## config.mk

```make
export PLATFORM = sky130hd
export DESIGN_NAME = uart_tx_frame_flat
export DESIGN_NICKNAME = d
export VERILOG_FILES = /design/src/rtl/uart_tx_frame_if.sv /design/src/rtl/uart_tx_frame.sv /design/src/flat_wrapper.sv
export SDC_FILE = /design/constraint.sdc
export NUM_CORES = 1
export LEC_CHECK = 0
export CAP_MARGIN = 20
export CORE_ASPECT_RATIO = 1.5
export CORE_UTILIZATION = 46
export DETAILED_ROUTE_END_ITERATION = 10
export GPL_TIMING_DRIVEN = 0
export PLACE_DENSITY = 0.72
export SYNTH_ARGS = -nofsm -noshare
export SYNTH_HDL_FRONTEND = slang
export SYNTH_SLANG_ARGS = --single-unit
export TNS_END_PERCENT = 20
```

## constraint.sdc

```tcl
create_clock -name clk -period 1.9 [get_ports clk]
set_input_delay 0.285 -clock clk [delete_from_list [all_inputs] [get_ports clk]]
set_output_delay 0.285 -clock clk [all_outputs]
set_load 0.01 [all_outputs]
```

## src/rtl/uart_tx_frame_if.sv

```systemverilog
// Byte-request and serial-line bundle between a UART TX client and uart_tx_frame.
interface uart_tx_frame_if #(
   parameter int DATA_WIDTH = 8
);
   logic [DATA_WIDTH-1:0] P_DATA;
   logic                  Data_Valid;
   logic                  PAR_EN;
   logic                  PAR_TYP;
   logic                  TX_OUT;
   logic                  busy;

   modport master (output P_DATA, Data_Valid, PAR_EN, PAR_TYP, input TX_OUT, busy);
   modport slave  (input P_DATA, Data_Valid, PAR_EN, PAR_TYP, output TX_OUT, busy);
endinterface

```

## src/rtl/uart_tx_frame.sv

```systemverilog
// UART transmitter: one clk per bit, start / data LSB-first / optional parity / stop.
module uart_tx_frame #(
   parameter int DATA_WIDTH = 8
) (
   input  logic            clk,
   input  logic            rst,
   uart_tx_frame_if.slave  tx
);
   localparam int CW = (DATA_WIDTH > 1) ? $clog2(DATA_WIDTH) : 1;

   typedef enum logic [2:0] {IDLE, START, DATA, PARITY, STOP} state_t;

   typedef struct packed {
      logic [DATA_WIDTH-1:0] data;
      logic                  par_en;
      logic                  par;
   } frame_t;

   state_t          state, state_nxt;
   logic [CW-1:0]   cnt, cnt_nxt;
   frame_t          frame_q, frame_nxt;
   logic            tx_q, tx_nxt;
   logic            busy_q, busy_nxt;
   logic            accept;

   always_ff @(posedge clk) begin
      if (!rst) begin
         state   <= IDLE;
         cnt     <= '0;
         frame_q <= '0;
         tx_q    <= 1'b1;
         busy_q  <= 1'b0;
      end else begin
         state   <= state_nxt;
         cnt     <= cnt_nxt;
         frame_q <= frame_nxt;
         tx_q    <= tx_nxt;
         busy_q  <= busy_nxt;
      end
   end

   always_comb begin
      state_nxt = state;
      cnt_nxt   = cnt;
      frame_nxt = frame_q;
      accept    = (state == IDLE || state == STOP) && tx.Data_Valid;

      case (state)
         IDLE, STOP: state_nxt = accept ? START : IDLE;
         START: begin
            state_nxt = DATA;
            cnt_nxt   = '0;
         end
         DATA: begin
            if (cnt == CW'(DATA_WIDTH - 1)) begin
               cnt_nxt   = '0;
               state_nxt = frame_q.par_en ? PARITY : STOP;
            end else begin
               cnt_nxt = cnt + CW'(1);
            end
         end
         PARITY:  state_nxt = STOP;
         default: state_nxt = IDLE;
      endcase

      if (accept) begin
         frame_nxt.data   = tx.P_DATA;
         frame_nxt.par_en = tx.PAR_EN;
         frame_nxt.par    = tx.PAR_TYP ? ~^tx.P_DATA : ^tx.P_DATA;
      end

      // Outputs are registered, so drive the bit belonging to the state being entered.
      case (state_nxt)
         START:   tx_nxt = 1'b0;
         DATA:    tx_nxt = frame_q.data[cnt_nxt];
         PARITY:  tx_nxt = frame_q.par;
         default: tx_nxt = 1'b1;
      endcase
      busy_nxt = (state_nxt != IDLE);
   end

   assign tx.TX_OUT = tx_q;
   assign tx.busy   = busy_q;
endmodule
```

## src/flat_wrapper.sv

```systemverilog
// flat-port wrapper written by rule: the top's interface ports become plain ports
module uart_tx_frame_flat 
#(
   parameter int DATA_WIDTH = 8
)
  (clk, rst, tx_P_DATA, tx_Data_Valid, tx_PAR_EN, tx_PAR_TYP, tx_TX_OUT, tx_busy);
  uart_tx_frame_if #(.DATA_WIDTH(DATA_WIDTH)) tx_i ();
  input  logic clk;
  input  logic rst;
  input wire logic [$bits(tx_i.P_DATA)-1:0] tx_P_DATA;
  input wire logic [$bits(tx_i.Data_Valid)-1:0] tx_Data_Valid;
  input wire logic [$bits(tx_i.PAR_EN)-1:0] tx_PAR_EN;
  input wire logic [$bits(tx_i.PAR_TYP)-1:0] tx_PAR_TYP;
  output wire logic [$bits(tx_i.TX_OUT)-1:0] tx_TX_OUT;
  output wire logic [$bits(tx_i.busy)-1:0] tx_busy;
  assign tx_i.P_DATA = tx_P_DATA;
  assign tx_i.Data_Valid = tx_Data_Valid;
  assign tx_i.PAR_EN = tx_PAR_EN;
  assign tx_i.PAR_TYP = tx_PAR_TYP;
  assign tx_TX_OUT = tx_i.TX_OUT;
  assign tx_busy = tx_i.busy;
  uart_tx_frame #(.DATA_WIDTH(DATA_WIDTH)) u_core (.clk(clk), .rst(rst), .tx(tx_i));
endmodule
```

=== Word level (Yosys, flattened, before mapping) ===
Cells that the tools add are included.

* Register bits: 18
* Bits of input ports: 13
* Output and inout port bits: 2
* Word-level logic and storage cells: 34

* Add/subtract/negate cells: 1
* Order comparisons: 1
* Eq/ne operators: 8
* Mux-type cells: 10
* Reduce and logical (&&, ||, !) cells: 7

{| class="wikitable"
|+ Operators by type and width
! cell !! number
|-
| 3-bit by 2-bit == test with 1-bit output, second input constant || 4
|-
| 3-bit one-hot mux with 4 select lines || 1
|-
| 3-bit 2-to-1 mux || 3
|-
| 8-bit XNOR reduction || 1
|-
| 8-bit XOR reduction || 1
|-
| 3-bit by 1-bit == test with 1-bit output, second input constant || 2
|-
| 3-bit == test, second input constant || 2
|-
| 3-bit one-hot mux with 2 select lines || 1
|-
| 3-bit by 4-bit < comparator with 1-bit output, second input constant || 1
|-
| 3-bit by 1-bit adder with 3-bit output, second input constant || 1
|-
| 1-bit binary-select mux with 3-bit select || 1
|-
| 3-bit logical NOT || 1
|-
| 1-bit 2-to-1 mux || 3
|-
| 1-bit one-hot mux with 3 select lines || 1
|-
| 3-bit nonzero test || 1
|-
| 2-bit OR reduction || 1
|-
| 1-bit logical AND || 1
|-
| 1-bit logical OR || 1
|}

=== Logic depth before layout (Yosys ltp) ===
Gate-level depths: netlist of the first run.

* Depth after elaboration: 7
* Mapped depth: 8
* Gate-level depth less buffers: 8

=== Least setup slack after synthesis of the first run ===
OpenSTA, ideal clock, no wires.

* Path type: reg2reg
* From: register u_core.cnt[0]
* To: register u_core.tx_q (netlist: u_core.tx.TX_OUT)
* Setup time: 0.128 ns
* Arrival: 1.825 ns
* Data required time: 1.772 ns
* Setup slack: -0.053 ns
* Cell stages (with the launch flop): 9
* Buffers on the path: 0
* Period minus slack after synthesis: 1.953 ns
* Cells stage by stage: dfxtp_1 > ha_1 > ha_1 > nor4_1 > a21o_1 > a22o_1 > mux2_4 > a31oi_1 > nand4_1

* Cells in the longest elaborated chain, start to end: 6
* Elaborated cells on any way between the ends: 12
* Classes of those cells: add/sub (1); eq/ne (4); mux (7)

{| class="wikitable"
|+ Ends and longest elaborated chain
! what !! line !! text
|-
| start, declared || uart_tx_frame.sv:20 || <nowiki>logic [CW-1:0] cnt, cnt_nxt;</nowiki>
|-
| start signal, assigned || uart_tx_frame.sv:35 || <nowiki>cnt <= cnt_nxt;</nowiki>
|-
| 3-bit by 1-bit adder with 3-bit output / 3-bit == test (equally long branches) || uart_tx_frame.sv:59, uart_tx_frame.sv:55 ||
|-
| 3-bit 2-to-1 mux || uart_tx_frame.sv:55 || <nowiki>if (cnt == CW'(DATA_WIDTH - 1)) begin</nowiki>
|-
| 3-bit one-hot mux with 2 select lines || uart_tx_frame.sv:48 || <nowiki>case (state)</nowiki>
|-
| 1-bit binary-select mux with 3-bit select || uart_tx_frame.sv:75 || <nowiki>DATA: tx_nxt = frame_q.data[cnt_nxt];</nowiki>
|-
| 1-bit 2-to-1 mux (implied by the code) || uart_tx_frame.sv:75 ||
|-
| 1-bit one-hot mux with 3 select lines (*) || uart_tx_frame.sv:73 || <nowiki>case (state_nxt)</nowiki>
|-
| end signal, assigned || uart_tx_frame.sv:37 || <nowiki>tx_q <= tx_nxt;</nowiki>
|-
| end, declared || uart_tx_frame.sv:22 || <nowiki>logic tx_q, tx_nxt;</nowiki>
|}

Mark *: on every way between the ends. The rest lies on a longest branch, timed or not. The select of a mux whose other input is x is not followed.
A chain may end at the register's enable or synchronous reset.

=== Final worst setup path of the first run ===
Same ends and word-level chain as after synthesis.

==> flow_summary.json, run 1 <==
{
  "max_cap_violations": 0,
  "cts.clk_slew.worst_paths_ps": 90,
  "max_clock_freq_mhz": 545,
  "clock_sinks": 18,
  "grt_max_degree": 11,
  "final_area_um2": 1230,
  "initial_utilization": 0.506,
  "rrSetupSlack_ps": 70,
  "worstPathMaxFanout": 5,
  "ys.flop_type": "dfxtp_1",
  "final.setup.worst_slack_ps": 66.4,
  "synth_top_family_by_area": "simple AND/OR/NAND/NOR gates",
  "synth-compound-area-share": 0.196,
  "hold_class": "register to register",
  "grt_usage": 0.205,
  "peakVddDrop_mv": 0.513,
  "cpMaxStageDelayCell": "dfxtp_4",
  "startpoint_type": "register",
  "r2r-end": "u_core.tx.TX_OUT",
  "ys_types": 35,
  "clock-root-buffer": "clkbuf_4",
  "synthTopCellsByArea": "dfxtp_1 (37%), nand2_1 (9.0%), a21boi_0 (7.0%)",
  "cts_tree": "yes",
  "final_antenna_net_count": 0,
  "post_drt_wl_per_cell_um": 13.5,
  "dr.first_iter.drc_count": 9,
  "cpPeakStageDelay_ps": 360,
  "fin_tns_setup_ps": 0,
  "holdCritStartpoint": "u_core.frame_q[4]",
  "synthMostInstantiatedCell": "nand2_1",
  "hold_viol": 0,
  "finalMaxSlewViolations": 0,
  "status": "finished clean",
  "seq_area_frac_synth": 0.375,
  "hold-path-cell-count": 2,
  "synth_commonest_cells": "nand2_1 (23), dfxtp_1 (18), a21boi_0 (9)",
  "grt_pass1_wl_um": 3150,
  "required_ps": 2070,
  "synth-xor-area-share": 0.0728,
  "syn_inst": 107,
  "synthMuxAreaShare": 0.0494,
  "rows": 19,
  "setup_viol": 0,
  "drive_gt1_frac": 0.152,
  "dp_hpwl_um": 1460,
  "clk_latency_ps": 290,
  "cts_buffer_depth": 2,
  "yosys_warnings": 0,
  "vias_per_cell": 5.45,
  "synthesis.area_um2": 962,
  "via_count": 795,
  "hold_path_end": "u_core.frame_q[4]",
  "grt_pass1_vias": 777,
  "slew_headroom": 0.727,
  "drc_errors": 0,
  "num_io_pins": 15,
  "antenna_cells": 0,
  "tightest_slew_ps": 409,
  "firstDrtPassIters": 4,
  "synth-adder-area-share": 0.0390,
  "nNetsFinal": 143,
  "synth_top_cell_by_area": "dfxtp_1",
  "power.leakage_nw": 0.456,
  "critPathCaptureType": "register",
  "arrival_ps": 2000,
  "synth_edf_count": 0,
  "placed_cell_area_um2": 1130,
  "dp_slack_ps": -181,
  "port_buffers": 14,
  "avgSynthCellArea_um2": 8.99,
  "die_w_um": 39.3,
  "critical_path_class": "register to register",
  "core_area_um2": 1900,
  "holdWs_ps": 466,
  "min_period_ps": 1830,
  "finClkSkew_ps": 9.04,
  "synth_fp_nets": 123,
  "numCtsBuffers": 3,
  "crit_chain": "ha_4 > inv_1 > o41ai_4 > a22o_4 > mux2_4 > nand3b_1 > nand4_1",
  "htree_num_levels": 1,
  "routed_wl_um": 1970,
  "chipHeight_um": 58.0,
  "antenna_found_initial": 0,
  "synthToLayoutAreaGrowth_pct": 28.1,
  "async_reset_ff_frac": 0,
  "layout_worst_path_cycle_share": 0.965,
  "synth_seq_cells": 18,
  "rsz0062_at_grt": "yes",
  "grt_overflow": 0,
  "yosysTopAreaCellShare": 0.375,
  "die-area_um2": 2280,
  "rr_worst_depth": 7,
  "gp_congestion": 0.751,
  "r2r_start": "u_core.cnt[0]",
  "power_density_nw_per_um2": 656,
  "final_util": 0.648,
  "synthSimpleGateAreaFrac": 0.235
}
[area by class of cell]
cell class	instances	area, um2
multi-input cells	83	638
clock buffers	3	22.5
inverters	2	7.51
flip-flops and latches	18	367
plain buffers	4	23.8
well taps	21	26.3
repair buffers	15	148
fillers	179	669
[where the power goes]
part | total, mW | internal, mW | switching (mW)
sequential | 0.419 | 0.404 | 0.0147
clock | 0.190 | 0.0738 | 0.116
combinational | 0.200 | 0.109 | 0.0914
total | 0.808 | 0.586 | 0.222
[critical path: cells and delay by family, from the launching register on]
kind / cells / cell delay (ps)
AOI/OAI and AO/OA: 2 / 570
DFF: 1 / 360
muxes: 1 / 300
adders and majority gates: 1 / 250
and+or+nand+nor: 2 / 170
buffers and inverters: 1 / 50
[what timing repair did]
item / CTS / global route
pin swaps: 3 / 7
endpoints found under the setup margin: 1 / 1
setup buffers: 1 / 0
hold buffers: 0 / 0
resized for setup: 8 / 7
gates cloned: 0 / 0
[flip-flops by register name, summed over array words and instances, names as in the netlist]
| name | flops |
|---|---|
| u_core.cnt | 3 |
| u_core.frame_q | 10 |
| u_core.state | 3 |
| u_core.tx.TX_OUT | 1 |
| u_core.tx.busy | 1 |
[layout by cell type, fill, tap and decap left out, drive strengths merged, types with 2 or more instances in the layout]
cell	n
ha	3
dfxtp	18
xnor2	7
nand4	2
clkdlybuf4s50	14
clkbuf	5
a22o	2
buf	3
and2	4
nand2	23
nand2b	2
a21boi	9
inv	2
mux2	3
or3	4
nor2b	2
o21ai	5
a21oi	2
nand3b	2
[worst max-delay path by stage]
stage                   from               end  slack [ps]
5_1_grt        u_core.cnt[1]  u_core.tx.TX_OUT         -40
4_1_cts        u_core.cnt[0]  u_core.tx.TX_OUT           5
2_1_floorplan  u_core.cnt[0]  u_core.tx.TX_OUT           8
3_5_place_dp   u_core.cnt[0]  u_core.tx.TX_OUT        -180
6_report       u_core.cnt[0]  u_core.tx.TX_OUT          70
3_3_place_gp   u_core.cnt[0]  u_core.tx.TX_OUT        -160
[through the flow]
step / cells / total power, mW
floorplan: 107 / 0.541
global placement: 142 / 0.603
detailed placement: 142 / 0.607
CTS: 146 / 0.803
global route: 146 / 0.848
finish: 146 / 0.808
[logic make-up (layout without fill, tap and decap cells)]
kind of cell | after synthesis | count (layout)
AND/OR/NAND/NOR | 45 | 45
AO/OA/AOI/OAI | 23 | 23
flip-flops | 18 | 18
XOR/XNOR | 8 | 8
buffers and inverters | 6 | 24
multiplexers | 4 | 4
adder cells (fa/ha/maj) | 3 | 3
[per-layer routing]
layer	track usage	routed length, um	up-vias
li1	-	-	407
met1	0.200	762	370
met3	0.0230	43	4
met4	0.123	47	0
met5	0	0	-
met2	0.381	1120	14
No activity file was read; power rests on OpenSTA's default activity.
==> inputs of run 2 (changes only) <==
- CORE_ASPECT_RATIO: 1.5 -> unset
- CORE_UTILIZATION: 46 -> 51
- PLACE_DENSITY: 0.72 -> 0.75
- clock period: 1.9 -> 1.75 ns (I/O delays scaled with it)
==> flow_summary.json, run 2 (same netlist as run 1, synthesis figures left out) <==
{
  "clock-root-buffer": "clkbuf_4",
  "switching_power_mw": 0.237,
  "grt_usage": 0.213,
  "setup_viol": 1,
  "via_count": 801,
  "firstDrtPassIters": 4,
  "num_io_pins": 15,
  "drive_gt1_frac": 0.156,
  "violations": "negative setup slack",
  "largest_register_ffs": 10,
  "port_buffers": 14,
  "synthToLayoutAreaGrowth_pct": 29.3,
  "vias_per_cell": 5.24,
  "grt_pass1_vias": 774,
  "routed_wl_um": 1860,
  "initial_utilization": 0.551,
  "drc_errors": 0,
  "antenna_cells": 0,
  "internal_power_mw": 0.677,
  "hold_viol": 0,
  "die_w_um": 45.4,
  "nNetsFinal": 145,
  "critPathCaptureType": "register",
  "finClkSkew_ps": 4.14,
  "grt_overflow": 0,
  "dp_hpwl_um": 1370,
  "clock_sinks": 18,
  "numCtsBuffers": 3,
  "htree_num_levels": 1,
  "grt_max_degree": 11,
  "final.setup.worst_slack_ps": -27.6,
  "power_density_nw_per_um2": 735,
  "top_regs": "u_core.frame_q: 10 flops, u_core.cnt: 3 flops, u_core.state: 3 flops",
  "dr.first_iter.drc_count": 4,
  "holdWs_ps": 476,
  "final_antenna_net_count": 0,
  "core_area_um2": 1750,
  "rsz0062_at_grt": "yes",
  "post_drt_wl_per_cell_um": 12.1,
  "hold_class": "register to register",
  "critical_path_class": "register to register",
  "peakVddDrop_mv": 0.479,
  "arrival_ps": 1960,
  "most-common-layout-cells": "nand2_1 (23), dfxtp_1 (16), clkdlybuf4s50_1 (14), a21boi_0 (9), xnor2_1 (7)",
  "combPwrFrac": 0.225,
  "status": "complete, but fails checks",
  "required_ps": 1930,
  "cts_buffer_depth": 2,
  "gp_congestion": 0.780,
  "die-area_um2": 2060,
  "chipHeight_um": 45.4,
  "finalMaxSlewViolations": 0,
  "worstPathMaxFanout": 5,
  "cts_tree": "yes",
  "power.leakage_nw": 0.468,
  "largest-register": "u_core.frame_q",
  "min_period_ps": 1780,
  "final_common_cell": "nand2_1",
  "layout_worst_path_cycle_share": 1.02,
  "register_area_um2": 368,
  "fin_tns_setup_ps": -27.6,
  "multi_input_comb_area_um2": 614,
  "grt_pass1_wl_um": 3100,
  "antenna_found_initial": 0,
  "power_mw": 0.914,
  "startpoint_type": "register",
  "clk_latency_ps": 290,
  "max_clock_freq_mhz": 563,
  "p_clk_frac": 0.280,
  "rows": 15,
  "fillers": 150,
  "cts.clk_slew.worst_paths_ps": 110,
  "p_sw_frac": 0.259,
  "tightest_slew_ps": 421,
  "p_seq_frac": 0.495,
  "slew_headroom": 0.719,
  "max_cap_violations": 0
}
run 2: routing by layer:
metal	global-route usage	part of all wire
met1	0.239	0.45
met5	0	0
met2	0.383	0.52
met4	0.127	0.011
met3	0.0238	0.018
run 2: path summary, 6_finish.rpt:
path	start	slack, ps	to	depth (start not counted)
max	u_core.cnt[1]	-30	u_core.tx.TX_OUT	8
min	u_core.frame_q[5]	480	u_core.frame_q[5]	2
max reg2reg	u_core.cnt[1]	-30	u_core.tx.TX_OUT	8
min reg2reg	u_core.frame_q[5]	480	u_core.frame_q[5]	2
run 2: stage by stage:
stage,std cells,utilization,instance area [um2],setup WS [ps]
finish,153,0.713,1240,-27.6
global route,153,0.713,1240,-102
CTS,153,0.713,1240,-37.8
detailed placement,146,0.669,1170,-138
global placement,146,0.669,1170,-146
floorplan,107,-,996,-10.8
run 2: repair_timing:
item                                    in CTS  in global routing
hold buffers                                 0                  0
gates resized for setup                      4                  1
endpoints found under the setup margin       1                  2
pin swaps                                    3                  0
buffers inserted                             3                  0
run 2: cell type report:
cell class | count | share of cell area
Timing Repair Buffer | 17 | 0.131
Tap cell | 25 | 0.0252
Buffer | 4 | 0.0191
Inverter | 2 | 0.00604
Multi-Input combinational cell | 83 | 0.494
Clock buffer | 4 | 0.0292
Sequential cell | 18 | 0.296
run 2: worst max-delay path, stage by stage, from the launching register on:
cell and delay [ps]:
dfxtp_4 370, ha_4 170, ha_4 170, nor4_2 200
a21o_1 120, a22o_4 140, mux2_4 290, a31oi_1 120
nand4_1 80
run 2: power groups by stage:
stage / sequential, mW / clock [mW] / combinational [mW]
finish: 0.452 / 0.256 / 0.206
global route: 0.456 / 0.278 / 0.227
CTS: 0.453 / 0.264 / 0.208
detailed placement: 0.465 / 0 / 0.196
global placement: 0.464 / 0 / 0.193
floorplan: 0.465 / 0 / 0.126
